$ cat src/rtl/caxi4interconnect_fifo_pkg.sv
// Shared constants and parameter checks for the interconnect's synchronous FIFOs.
package caxi4interconnect_fifo_pkg;

  // Pointer width for a FIFO of the given depth; never narrower than one bit.
  function automatic int fifo_addr_width(input int depth);
    int a;
    a = $clog2(depth);
    return (a < 1) ? 1 : a;
  endfunction

  // Width of the fill-level count: must be able to hold the value 'depth' itself.
  function automatic int fifo_level_width(input int depth);
    return $clog2(depth) + 1;
  endfunction

  // Legal configuration: power-of-two depth >= 2, thresholds inside the level range.
  function automatic bit fifo_params_ok(input int depth, input int afull, input int aempty);
    bit pow2;
    pow2 = (depth >= 2) && ((depth & (depth - 1)) == 0);
    return pow2 && (afull >= 1) && (afull <= depth) &&
           (aempty >= 0) && (aempty <= depth - 1);
  endfunction

endpackage

$ cat src/rtl/caxi4interconnect_RAM_BLOCK.sv
// Simple dual-port storage array: synchronous write, asynchronous read.
module caxi4interconnect_RAM_BLOCK #(
  parameter int ADDR_WIDTH = 2,
  parameter int DATA_WIDTH = 20
) (
  input  logic                  clk,
  input  logic                  we,
  input  logic [ADDR_WIDTH-1:0] waddr,
  input  logic [DATA_WIDTH-1:0] wdata,
  input  logic [ADDR_WIDTH-1:0] raddr,
  output logic [DATA_WIDTH-1:0] rdata
);

  logic [DATA_WIDTH-1:0] mem [2**ADDR_WIDTH];

  // Write port; contents are intentionally not reset.
  always_ff @(posedge clk) begin
    if (we) mem[waddr] <= wdata;
  end

  assign rdata = mem[raddr];

endmodule

$ cat src/rtl/caxi4interconnect_sync_fifo.sv
// Single-clock FIFO with valid/ready on both sides, a first-word-fall-through
// output register, fill level, almost flags and synchronous flush.
module caxi4interconnect_sync_fifo
  import caxi4interconnect_fifo_pkg::*;
#(
  parameter int MEM_DEPTH     = 4,
  parameter int DATA_WIDTH    = 20,
  parameter int AFULL_THRESH  = MEM_DEPTH - 1,
  parameter int AEMPTY_THRESH = 1
) (
  input  logic                       clk,
  input  logic                       rst,
  input  logic                       flush,
  input  logic [DATA_WIDTH-1:0]      infoIn,
  input  logic                       infoInValid,
  output logic                       readyForInfo,
  output logic [DATA_WIDTH-1:0]      infoOut,
  output logic                       infoOutValid,
  input  logic                       readyForOut,
  output logic [$clog2(MEM_DEPTH):0] level,
  output logic                       almostFull,
  output logic                       almostEmpty
);

  localparam int AW = fifo_addr_width(MEM_DEPTH);
  localparam int LW = fifo_level_width(MEM_DEPTH);

  if (!fifo_params_ok(MEM_DEPTH, AFULL_THRESH, AEMPTY_THRESH)) begin : g_bad_params
    $error("caxi4interconnect_sync_fifo: illegal MEM_DEPTH/threshold configuration");
  end

  logic [AW-1:0]         wr_ptr, rd_ptr;
  logic [DATA_WIDTH-1:0] ram_rdata;
  logic                  push, pop, load_head, ram_empty, ram_we;
  logic [LW-1:0]         level_next;

  // RAM pointers wrap over the MEM_DEPTH-1 RAM entries (the head register is the last slot).
  function automatic logic [AW-1:0] ptr_inc(input logic [AW-1:0] p);
    return (p == AW'(MEM_DEPTH - 2)) ? '0 : p + AW'(1);
  endfunction

  // Handshakes, head-refill decision and next fill level.
  always_comb begin
    push       = infoInValid & readyForInfo;
    pop        = infoOutValid & readyForOut;
    // Head register can take a new entry when it is empty or leaving this cycle.
    load_head  = ~infoOutValid | readyForOut;
    // Entries in RAM = level minus the head entry.
    ram_empty  = (level == {{(LW-1){1'b0}}, infoOutValid});
    // A push goes to RAM unless it bypasses straight into an empty head.
    ram_we     = push & ~(load_head & ram_empty) & rst & ~flush;
    level_next = level + LW'(push) - LW'(pop);
  end

  caxi4interconnect_RAM_BLOCK #(
    .ADDR_WIDTH (AW),
    .DATA_WIDTH (DATA_WIDTH)
  ) u_ram (
    .clk   (clk),
    .we    (ram_we),
    .waddr (wr_ptr),
    .wdata (infoIn),
    .raddr (rd_ptr),
    .rdata (ram_rdata)
  );

  // Pointers, output stage, level and registered status flags; reset and flush clear all.
  always_ff @(posedge clk) begin
    if (!rst || flush) begin
      wr_ptr       <= '0;
      rd_ptr       <= '0;
      infoOut      <= '0;
      infoOutValid <= 1'b0;
      level        <= '0;
      readyForInfo <= 1'b1;
      almostFull   <= 1'b0;
      almostEmpty  <= 1'b1;
    end else begin
      if (ram_we) wr_ptr <= ptr_inc(wr_ptr);
      if (load_head) begin
        if (!ram_empty) begin
          infoOut      <= ram_rdata;
          infoOutValid <= 1'b1;
          rd_ptr       <= ptr_inc(rd_ptr);
        end else if (push) begin
          infoOut      <= infoIn;
          infoOutValid <= 1'b1;
        end else begin
          infoOutValid <= 1'b0;
        end
      end
      level        <= level_next;
      readyForInfo <= (level_next < LW'(MEM_DEPTH));
      almostFull   <= (level_next >= LW'(AFULL_THRESH));
      almostEmpty  <= (level_next <= LW'(AEMPTY_THRESH));
    end
  end

endmodule

$ cat config.mk
export PLATFORM = sky130hd
export DESIGN_NAME = caxi4interconnect_sync_fifo
export DESIGN_NICKNAME = d
export VERILOG_FILES = /design/src/rtl/caxi4interconnect_fifo_pkg.sv /design/src/rtl/caxi4interconnect_RAM_BLOCK.sv /design/src/rtl/caxi4interconnect_sync_fifo.sv
export SDC_FILE = /design/constraint.sdc
export NUM_CORES = 1
export LEC_CHECK = 0
export ABC_CLOCK_PERIOD_IN_PS = 4100
export BUFFER_PORTS_ARGS = -buffer_cell sky130_fd_sc_hd__buf_2
export CELL_PAD_IN_SITES_DETAIL_PLACEMENT = 2
export CELL_PAD_IN_SITES_GLOBAL_PLACEMENT = 2
export CORE_UTILIZATION = 41
export CTS_CLUSTER_SIZE = 20
export DETAILED_ROUTE_END_ITERATION = 12
export HOLD_SLACK_MARGIN = 0.15
export PLACE_DENSITY = 0.77
export SYNTH_ARGS = -nofsm -noshare
export SYNTH_HDL_FRONTEND = slang
export SYNTH_SLANG_ARGS = --single-unit
$ cat constraint.sdc
create_clock -name clk -period 4.1 [get_ports clk]
set_clock_uncertainty 0.15 [all_clocks]
set_input_delay 0.82 -clock clk [delete_from_list [all_inputs] [get_ports clk]]
set_output_delay 0.82 -clock clk [all_outputs]
set_load 0.01 [all_outputs]
== Yosys cells after proc, flatten, opt, wreduce, memory -nomap -nowiden ==
Memories as Yosys holds them, arrays and structs flattened. A register that Yosys moved wholly into a read port is not among the register bits.
Index checks and enable logic that the tools add are counted.
Cells by class
  bitwise gates (word level): 11
  add/subtract/negate cells: 4
  reductions and logical operators: 4
  $lt $le $gt $ge: 3
  equality and inequality tests: 4
  mux-type cells: 10
Operators with widths (number)
  $mux W20: 2
  $mux W2: 4
  $and A1 B1 Y1: 6
  $add A2 B1 Y2 const B: 2
  $eq A2 B2 Y1 const B: 2
  $mux W1: 4
  $not A1 Y1: 4
  $reduce_and A2 Y1: 2
  $add A3 B1 Y3: 1
  $eq A3 B1 Y1: 1
  $ge A3 B2 Y1 const B: 1
  $le A3 B1 Y1 const B: 1
  $lt A3 B3 Y1 const B: 1
  $sub A3 B1 Y3: 1
  $ne A2 B2 Y1 const B: 1
  $logic_not A1 Y1: 1
  $logic_or A1 B1 Y1: 1
  $or A1 B1 Y1: 1
Storage, ports and cells
  memories kept: 1
  bits in registers: 31
  memory bits (writable): 80
Memory list
  u_ram.mem: depth 4, width 20, rd ports 1, clocked after Yosys merged registers in 1, wr ports 1, line caxi4interconnect_RAM_BLOCK.sv:14  | logic [DATA_WIDTH-1:0] mem [2**ADDR_WIDTH];

== Longest topological paths before layout ==
Gate-level depths: netlist of run 1.
  word-level depth: 9
  gate-level depth with buffers: 9

== By module ==
Synthesis of run 1 repeated with hierarchy kept, for this count alone.
Second synthesis, totals
  cells, all modules: 250
  area total of the unflattened synthesis: 4284.1 µm²
By module, submodules not included
  caxi4interconnect_RAM_BLOCK: sequential area each 2402.3 µm², area each 2916.5 µm², cells an instance 108, instances 1
  caxi4interconnect_sync_fifo: sequential area each 620.6 µm², area each 1367.6 µm², cells an instance 142, instances 1

== Worst setup path after synthesis of run 1 ==
No wires, ideal clock.
  path kind: in2reg
  start point: in readyForOut
  end point: mem u_ram.mem[2][0] (enable)
  slack: 0.517 ns
  data required time: 3.523 ns
  arrival time: 3.006 ns
  setup time: 0.427 ns
  stages: 4
  cell sequence: or2b_1 a31oi_1 nand2_1 nor3b_1
On the way
  word-level cells in the longest chain between the ends: 8
RTL lines
  from (decl): line caxi4interconnect_sync_fifo.sv:19  | input logic readyForOut,
  $or A1 B1 Y1: line caxi4interconnect_sync_fifo.sv:47  | load_head = ~infoOutValid | readyForOut;
  $and A1 B1 Y1: line caxi4interconnect_sync_fifo.sv:51  | ram_we = push & ~(load_head & ram_empty) & rst & ~flush;
  $not A1 Y1: line caxi4interconnect_sync_fifo.sv:51
  $and A1 B1 Y1 (3 in series): line caxi4interconnect_sync_fifo.sv:51
  $mux W1: line caxi4interconnect_RAM_BLOCK.sv:18  | if (we) mem[waddr] <= wdata;
  $mux W1 (implied by the code): line caxi4interconnect_RAM_BLOCK.sv:18
  to (decl): line caxi4interconnect_RAM_BLOCK.sv:14
Every way passes these cells.

== Final worst setup path of run 1 ==
  start point: reg infoOutValid
  end point: mem u_ram.mem[0][11] (enable)
On the way
  word-level cells in the longest chain between the ends: 9
  elaborated cells on any way between the ends: 10
RTL lines
  from (decl): line caxi4interconnect_sync_fifo.sv:18  | output logic infoOutValid,
  from (signal assigned): line caxi4interconnect_sync_fifo.sv:73  | infoOutValid <= 1'b0;
  from (signal assigned): line caxi4interconnect_sync_fifo.sv:83  | infoOutValid <= 1'b1;
  from (signal assigned): line caxi4interconnect_sync_fifo.sv:87  | infoOutValid <= 1'b1;
  $not A1 Y1: line caxi4interconnect_sync_fifo.sv:47
  $or A1 B1 Y1: line caxi4interconnect_sync_fifo.sv:47
  $and A1 B1 Y1 (*): line caxi4interconnect_sync_fifo.sv:51
  $not A1 Y1 (*): line caxi4interconnect_sync_fifo.sv:51
  $and A1 B1 Y1 (*) (3 in series): line caxi4interconnect_sync_fifo.sv:51
  $mux W1 (*): line caxi4interconnect_RAM_BLOCK.sv:18
  $mux W1 (implied by the code) (*): line caxi4interconnect_RAM_BLOCK.sv:18
Mark *: on every way between the ends. The rest lies on a longest branch, timed or not.

==> results of run 1 <==
[cell usage in the layout (no fill, tap or decap), types with 2 or more instances in the layout]
| cell type | Yosys | layout |
|---|---|---|
| nand2_1 | 46 | 46 |
| a31oi_1 | 23 | 22 |
| mux4_2 | 20 | 20 |
| clkbuf_8 | 0 | 4 |
| a21o_1 | 2 | 2 |
| nor2_2 | 0 | 2 |
| nor2_1 | 5 | 3 |
| buf_2 | 2 | 51 |
| xnor2_1 | 3 | 3 |
| nor2b_1 | 2 | 2 |
| clkbuf_16 | 0 | 19 |
| inv_4 | 0 | 2 |
| edfxtp_1 | 80 | 80 |
| o21ai_0 | 22 | 22 |
| buf_4 | 0 | 6 |
| inv_1 | 2 | 2 |
| clkbuf_1 | 12 | 2 |
| clkinv_2 | 0 | 4 |
| and2_1 | 3 | 3 |
| a21oi_1 | 2 | 2 |
| dfxtp_1 | 33 | 33 |
| nand2b_1 | 2 | 2 |
[final timing paths]
check	start	end	cells past startpoint
worst max-delay path	infoOutValid	u_ram.mem[0][11]	5
worst min-delay path	infoIn[14]	u_ram.mem[1][14]	1
worst max register to register	infoOutValid	u_ram.mem[0][11]	5
worst min register to register	rd_ptr[0]	flop	2
[flip-flops by register name (all words and copies together) (netlist names), named ones only]
| name | cells |
|---|---|
| almostFull | 1 |
| level | 3 |
| infoOutValid | 1 |
| readyForInfo | 1 |
| wr_ptr | 2 |
| infoOut | 20 |
| u_ram.mem | 80 |
| almostEmpty | 1 |
| rd_ptr | 2 |
[Yosys cell counts (all sizes together) (2+ instances only)]
master   n  area share (%)
nand2b   2            0.30
nand2   46             4.1
clkbuf  13             1.2
buf      2            0.24
edfxtp  80              57
mux4    20              11
nor2     5            0.45
a21o     2            0.36
a31oi   23             3.4
inv      2            0.18
a21oi    2            0.24
xnor2    3            0.62
o21ai   22             2.6
nor2b    2            0.30
and2     3            0.45
dfxtp   33              16
[worst max-delay path, stage by stage (launching register included)]
cell and delay, ns:
dfxtp_1 0.42, or2b_1 0.29, a31oi_1 0.32, nand2_1 0.30, nor3_2 0.41, buf_4 0.38
[where the power goes]
group	total [uW]	internal (uW)	switching, uW	leakage, uW
logic	221	75.9	145	0.000596
clock network	1410	897	514	0.000294
registers	1270	1250	17.2	0.000990
[cell type report]
class | instances | area, um2 | area share (%)
timing repair buffer | 57 | 300 | 5.74
multi-input combinational | 141 | 1120 | 21.3
clock buffer | 25 | 538 | 10.3
clock inverter | 7 | 41.3 | 0.789
tap | 133 | 166 | 3.18
sequential | 113 | 3060 | 58.5
inverter | 2 | 7.51 | 0.143
[metrics by stage]
| stage | std cells | util (%) | worst slack, ns | hold WS [ns] | instance area, um2 |
|---|---|---|---|---|---|
| after floorplan | 271 | - | 0.517 | 0.322 | 4220 |
| after global placement | 446 | 47.2 | 1.27 | 0.342 | 4650 |
| after detailed placement | 446 | 47.2 | 1.11 | 0.354 | 4650 |
| after CTS | 478 | 53.0 | 1.50 | 0.356 | 5230 |
| after global routing | 478 | 53.0 | 1.33 | 0.376 | 5230 |
| final | 478 | 53.0 | 1.50 | 0.389 | 5230 |
[routing by layer]
layer	track usage [%]	share of wire (%)
met3	5.24	2.6
met4	12.1	1.7
met2	42.4	56
met1	25.8	40
met5	0	0
[logic make-up (layout without fill, tap and decap cells)]
family | Yosys count | count (layout) | synth area share (%)
multiplexers | 20 | 20 | 10.7
AO/OA/AOI/OAI | 51 | 51 | 6.94
buffers and inverters | 17 | 91 | 1.60
flip-flops | 113 | 113 | 72.6
adder cells (fa/ha/maj) | 2 | 2 | 0.771
AND/OR/NAND/NOR | 65 | 65 | 6.74
XOR/XNOR | 3 | 3 | 0.623
==> flow_summary.ini, run 1 <==
[route]
vias = 2624
routedWlPerCell_um = 23.4
drtIter0Drc = 111
drc = 0
viasPerCell = 5.49
dr.pass1.iters = 4
drtAntennaViolNets = 0
drt_wl_total_um = 11200

[pwr]
vdd_drop_max_mv = 0.306
power.density_mw_per_mm2 = 554
power.total_uw = 2900
power.leakage_uw = 0.00188

[sta]
tightest_slew_ns = 1.14
max_freq_mhz = 385
period_needed_ns = 2.60
final-setup-viol-count = 0
drv_slew = 0
period_share_pct = 63.3
hold_viol_final = 0
max_slew_margin_pct = 24.0
grt_setup_unrepaired = no
final.setup.tns_ns = 0

[floorplan]
start_util_pct = 42.7
die_w_um = 103
die_h_um = 103
core_region_area_mm2 = 0.00986
core.rowCount = 36
dieArea_mm2 = 0.0107
ioPinCount = 52

[clock_network]
cts-hold-fix-buffers = 0
cts_tree = done
ctsResizeCount = 0
htree_levels = 4
clkTransAtPathRegs_ns = 0.06
clk_latency_ns = 0.52
cts_root_buf = clkbuf_8
post_cts_buffers = 0
ctsLongestPathBuffers = 2
cts_inserted_buffers = 17
clkSinkCount = 113

[finish]
drive_gt1_share_pct = 32.5
diodes = 0
area_growth_pct = 24.1
final_nets = 359
n_fill_cell = 917

[placement]
io_buffer_count = 51
dp_hpwl_um = 6530
routabilityCongestion = 0.697

[yosys]
synth.distinct_cells = 28
synth-edff-count = 80
netlist_area_mm2 = 0.00422
synth-seq-cells = 113
synthesis.nets = 298
postSynthAreaPerCell_um2 = 15.6
synth_async_sr_flop_share_pct = 0
yosysWarningCount = 0
synthCells = 271
yosysSeqAreaShare_pct = 72.6
synth_flop_cell = edfxtp_1

[grt]
grt_max_degree = 41
grt_pass1_wl_um = 16800
grt_pass1_vias = 2946
antenna_found_initial = 0
grt_usage_pct = 23.4
gr-total-overflow = 0

[setup_path]
crit_fanout = 17
worst_setup_path_start_kind = flop
crit_path_end_kind = flop
cp.required_ns = 4.14
crit_arrival_ns = 2.63
ff2ff_setup_slack_ns = 1.50
crit_type = flop to flop

[run_status]
outcome = finished clean

[job]
cap_viol_max_count = 0

[worst_hold_path]
worstHoldPathType = input port to flop
No activity file was read; power rests on OpenSTA's default activity.
==> run 2, diff against run 1 <==
ABC_CLOCK_PERIOD_IN_PS = 2660   (was 4100)
clock period = 2.66 ns   (was 4.1 ns; I/O delays follow)
==> run 2 against run 1 <==
- worst setup slack lost 1.3 ns
- combinational power up 84%
- global-route usage increased by 3.3 points
- clock-buffer cell count did not move
- register-to-register slack worse by 1.3 ns
- critical path depth did not move
- clock power grew 60%
- sequential power rose by 54%
- non-clock buffer count increased by 28
- die area unchanged
- critical path type unchanged
- highest routed layer unchanged
==> flow_summary.ini, run 2 (synthesis gave the netlist of run 1 again) <==
[run_status]
outcome = finished clean

[clock_network]
ctsLongestPathBuffers = 2
clkSinkCount = 113
ctsResizeCount = 0
cts_root_buf = clkbuf_8
htree_levels = 4
cts_inserted_buffers = 17
clk_latency_ns = 0.51
cts_tree = done
clkTransAtPathRegs_ns = 0.06

[pwr]
vdd_drop_max_mv = 0.515
power_switching_uw = 1080
power.density_mw_per_mm2 = 832
switching_share_pct = 23.4
pwr-share-seq_pct = 42.4
power.internal_uw = 3540
power.total_uw = 4610
p_comb_share_pct = 8.8
power.leakage_uw = 0.00201
p_clk_share_pct = 48.8

[sta]
period_share_pct = 92.3
drv_slew = 0
final.setup.tns_ns = 0
grt_setup_unrepaired = no
max_freq_mhz = 407
period_needed_ns = 2.45
fin_ws_ns = 0.206
hold_viol_final = 0
max_slew_margin_pct = 39.9
fin_hold_ws_ns = 0.287
tightest_slew_ns = 0.901
final-setup-viol-count = 0

[setup_path]
crit_path_end_kind = flop
crit_type = flop to flop
worst_setup_path_start_kind = flop
ff2ff_setup_slack_ns = 0.21
path_cells = xnor2_1, and2_1, buf_4, nand2_1, a31oi_1
cp.required_ns = 2.93
cp_slowest_cell = and2_1
crit_arrival_ns = 2.73
slowest_delay_ns = 0.81
crit_fanout = 17

[route]
vias = 2803
dr.pass1.iters = 4
drt_wl_total_um = 13000
viasPerCell = 5.54
drtIter0Drc = 84
maxUsedRoutingLayer = met4
routedLengthMet1_um = 5310
dr_wl_met2_um = 7060
met3_length_um = 440
routedWlPerCell_um = 25.7
drtAntennaViolNets = 0
drc = 0

[grt]
gr-total-overflow = 0
antenna_found_initial = 0
grt_max_degree = 25
grt_pass1_vias = 3167
grt_pass1_wl_um = 19300
grt_usage_pct = 26.7

[finish]
diodes = 0
layout_common_cells = 80 x edfxtp_1, 51 x buf_2, 46 x nand2_1
final_common_cell = edfxtp_1
area_growth_pct = 31.5
final_core_util_pct = 56.2
final_nets = 387
n_fill_cell = 875
regMostFlops = u_ram.mem
drive_gt1_share_pct = 31.9
largest_reg_flops = 80
largestRegisters = u_ram.mem (80), infoOut (20), level (3)

[floorplan]
die_w_um = 103
start_util_pct = 42.7
core_region_area_mm2 = 0.00986
dieArea_mm2 = 0.0107
die_h_um = 103
ioPinCount = 52
core.rowCount = 36

[job]
cap_viol_max_count = 0

[placement]
place_ws_ns = 0.114
io_buffer_count = 51
dp_hpwl_um = 7150
routabilityCongestion = 0.706

[worst_hold_path]
worstHoldPathType = input port to flop
-- run 2: final cells by class --
| cell class | instances | area (um2) | area share, % |
|---|---|---|---|
| timing repair buffer | 85 | 586 | 10.6 |
| tap | 133 | 166 | 3.00 |
| clock inverter | 7 | 63.8 | 1.15 |
| sequential | 113 | 3060 | 55.3 |
| multi-input combinational | 141 | 1130 | 20.4 |
| clock buffer | 25 | 528 | 9.53 |
| inverter | 2 | 7.51 | 0.135 |
-- run 2: per-stage QoR --
step	instance area (um2)	std cells
CTS	5540	506
floorplan	4230	271
global route	5540	506
finish	5540	506
global placement	4750	454
detailed placement	4750	454
-- run 2: power groups by stage --
stage          Clock [uW]  Combinational (uW)  Sequential [uW]
2_1_floorplan           0                 184             2000
3_3_place_gp            0                 348             1980
3_5_place_dp            0                 366             1990
4_1_cts              2290                 407             1960
5_1_grt              2340                 438             1960
6_report             2250                 407             1960
-- run 2: per-layer routing --
layer,vias to the layer above,track usage (%)
li1,1220,-
met1,1488,31.1
met2,81,47.8
met3,14,4.84
met4,0,12.6
met5,-,0
-- run 2: critical path: cells and delay by family (launching register included) --
family | cells | cell delay, ns
buf+inv | 1 | 0.31
xor+xnor | 1 | 0.46
simple gates | 2 | 0.89
flops | 1 | 0.36
compound gates | 1 | 0.20
-- run 2: repair_timing --
action	4_1_cts	5_1_grt
setup buffers	0	0
hold endpoints to repair	80	0
hold buffers	20	0
-- run 2: path summary, 6_finish.rpt --
check,startpoint,end,depth (start not counted)
worst max-delay path,infoOutValid,infoOut[11],5
worst min register to register,infoOut[9],infoOut[9],2
worst min-delay path,rst,infoOutValid,3
worst max register to register,infoOutValid,infoOut[11],5
==> run 3, diff against run 2 <==
CORE_UTILIZATION = 42   (was 41)
HOLD_SLACK_MARGIN = default   (was 0.15)
SYNTH_HIERARCHICAL = 1   (was default)
==> run 3 against run 2 <==
- worst setup slack better by 0.22 ns
- die area down 0.80%
- register-to-register slack better by 0.22 ns
- area after synthesis increased by 1.6%
- final cell count decreased by 11%
- critical endpoint is now u_ram/mem[0][17]
- highest routed layer unchanged
==> flow_summary.ini, run 3 <==
[clock_network]
htree_levels = 3
ctsLongestPathBuffers = 2
ctsResizeCount = 0
cts_root_buf = clkbuf_8
post_cts_buffers = 0
cts_inserted_buffers = 9
clkTransAtPathRegs_ns = 0.12
clk_latency_ns = 0.38
clkSinkCount = 111
cts-hold-fix-buffers = 0
cts_tree = done

[sta]
max_slew_margin_pct = 64.0
drv_slew = 0
hold_viol_final = 0
period_share_pct = 84.0
tightest_slew_ns = 0.535
fin_hold_ws_ns = 0.227
max_freq_mhz = 448
final.setup.tns_ns = 0
period_needed_ns = 2.23
fin_ws_ns = 0.426
grt_setup_unrepaired = no
final-setup-viol-count = 0

[floorplan]
ioPinCount = 52
die_h_um = 103
dieArea_mm2 = 0.0106
die_w_um = 103
core_region_area_mm2 = 0.00982
start_util_pct = 43.6
core.rowCount = 36

[pwr]
vdd_drop_max_mv = 0.314
power.density_mw_per_mm2 = 663
power.leakage_uw = 0.00176

[setup_path]
r2r_cells = 6
critical-path-top-delay-family = simple AND/OR/NAND/NOR gates
crit_fanout = 16
slowest_delay_ns = 0.48
crit_path_end_kind = flop
path_cells = xnor2_2, nand2_2, nor2_1, nor3_1, nor3b_4, buf_12
cp_num_buf_inv = 1
crit_arrival_ns = 2.17
cp_slowest_cell = dfxtp_1
worst_setup_path_start_kind = flop
crit_type = flop to flop
cp.depth = 6
cp.required_ns = 2.59

[placement]
routabilityCongestion = 0.711
io_buffer_count = 51
place_ws_ns = 0.142
place_area_mm2 = 0.00478
dp_hpwl_um = 6400

[route]
drt_wl_total_um = 9940
drtAntennaViolNets = 0
dr.pass1.iters = 4
viasPerCell = 5.39
routedWlPerCell_um = 22.0
drtIter0Drc = 85
vias = 2433
drc = 0

[grt]
gr-total-overflow = 0
grt_max_degree = 41
grt_usage_pct = 20.9
grt_pass1_vias = 2669
antenna_found_initial = 0
grt_pass1_wl_um = 15500

[yosys]
synthCells = 250
synth.distinct_cells = 31
synth_common_cells = 80 x edfxtp_1, 31 x dfxtp_1, 23 x a21oi_1
synth_largest_area_cell = edfxtp_1
yosysMostFrequentCell = edfxtp_1
synthesis.nets = 277
synth-edff-count = 80
netlist_area_mm2 = 0.00428
synth.top_cell.area_share_pct = 56.1
synth_area_leaders = edfxtp_1 56%, dfxtp_1 14%, mux4_2 11%
yosysSeqAreaShare_pct = 70.6
yosysWarningCount = 6
synth_async_sr_flop_share_pct = 0
synth_flop_cell = edfxtp_1
postSynthAreaPerCell_um2 = 17.1
synth-seq-cells = 111

[job]
cap_viol_max_count = 0

[worst_hold_path]
hold_depth = 1
worstHoldPathType = input port to flop

[finish]
largest_reg_flops = 80
multiInputGateArea_mm2 = 0.00117
design_area_mm2 = 0.00498
n_fill_cell = 943
area_growth_pct = 16.3
final_nets = 340
final_common_cell = edfxtp_1
largestRegisters = u_ram/mem (80), infoOut (20), level (3)
final_core_util_pct = 50.7
seqCellArea_mm2 = 0.00302
regMostFlops = u_ram/mem
diodes = 0
drive_gt1_share_pct = 34.0
layout_common_cells = 80 x edfxtp_1, 51 x buf_2, 30 x dfxtp_1

[run_status]
outcome = finished clean
[run 3: changes by cell type after synthesis, sizes merged, moves of 2 or more]
cell	change
a31oi	-21
and3b	+2
buf	+8
a21oi	+21
mux2i	+22
dfxtp	-2
clkbuf	-10
nand2	-40
[run 3: final timing paths]
kind / startpoint / endpoint / slack, ns
setup / recovery: infoOutValid / u_ram/mem[0][17] / 0.43
hold / removal: infoIn[11] / u_ram/mem[2][11] / 0.23
setup reg to reg: infoOutValid / u_ram/mem[0][17] / 0.43
hold reg to reg: infoOut[10] / infoOut[10] / 0.38
[run 3: through the flow]
stage | instances | power, uW
after global placement | 435 | 2300
after global routing | 451 | 3440
after CTS | 451 | 3350
final | 451 | 3310
after detailed placement | 435 | 2320
after floorplan | 250 | 2190
[run 3: final cells by class]
cell class	instances	area share, %
clock buffers	10	2.76
clock inverters	6	1.36
inverters	2	0.151
multi-input cells	124	23.5
flip-flops and latches	111	60.7
well taps	133	3.34
repair buffers	65	8.24
[run 3: metal layers]
| metal | track usage, % | wire, um | vias to the layer above |
|---|---|---|---|
| met3 | 3.66 | 222 | 8 |
| met2 | 36.9 | 5350 | 39 |
| met4 | 7.26 | 155 | 0 |
| met1 | 25.9 | 4210 | 1282 |
| met5 | 0 | 0 | - |
| li1 | - | - | 1104 |
[run 3: kinds of logic (layout without fill, tap and decap cells)]
logic type / Yosys count / in the layout / synth area share, %
muxes: 42 / 42 / 15.7
adders and majority gates: 2 / 2 / 0.759
xor gates and xnor gates: 3 / 3 / 0.789
and+or+nand+nor: 28 / 28 / 3.56
AOI/OAI and AO/OA: 49 / 49 / 6.19
DFF: 111 / 111 / 70.6
buffers and inverters: 15 / 83 / 2.48
[run 3: where the power goes]
group          switching, uW  total, uW  internal [uW]
clock                    625       1030            402
combinational            213        364            151
sequential              23.8       1910           1890
total                    862       3310           2440
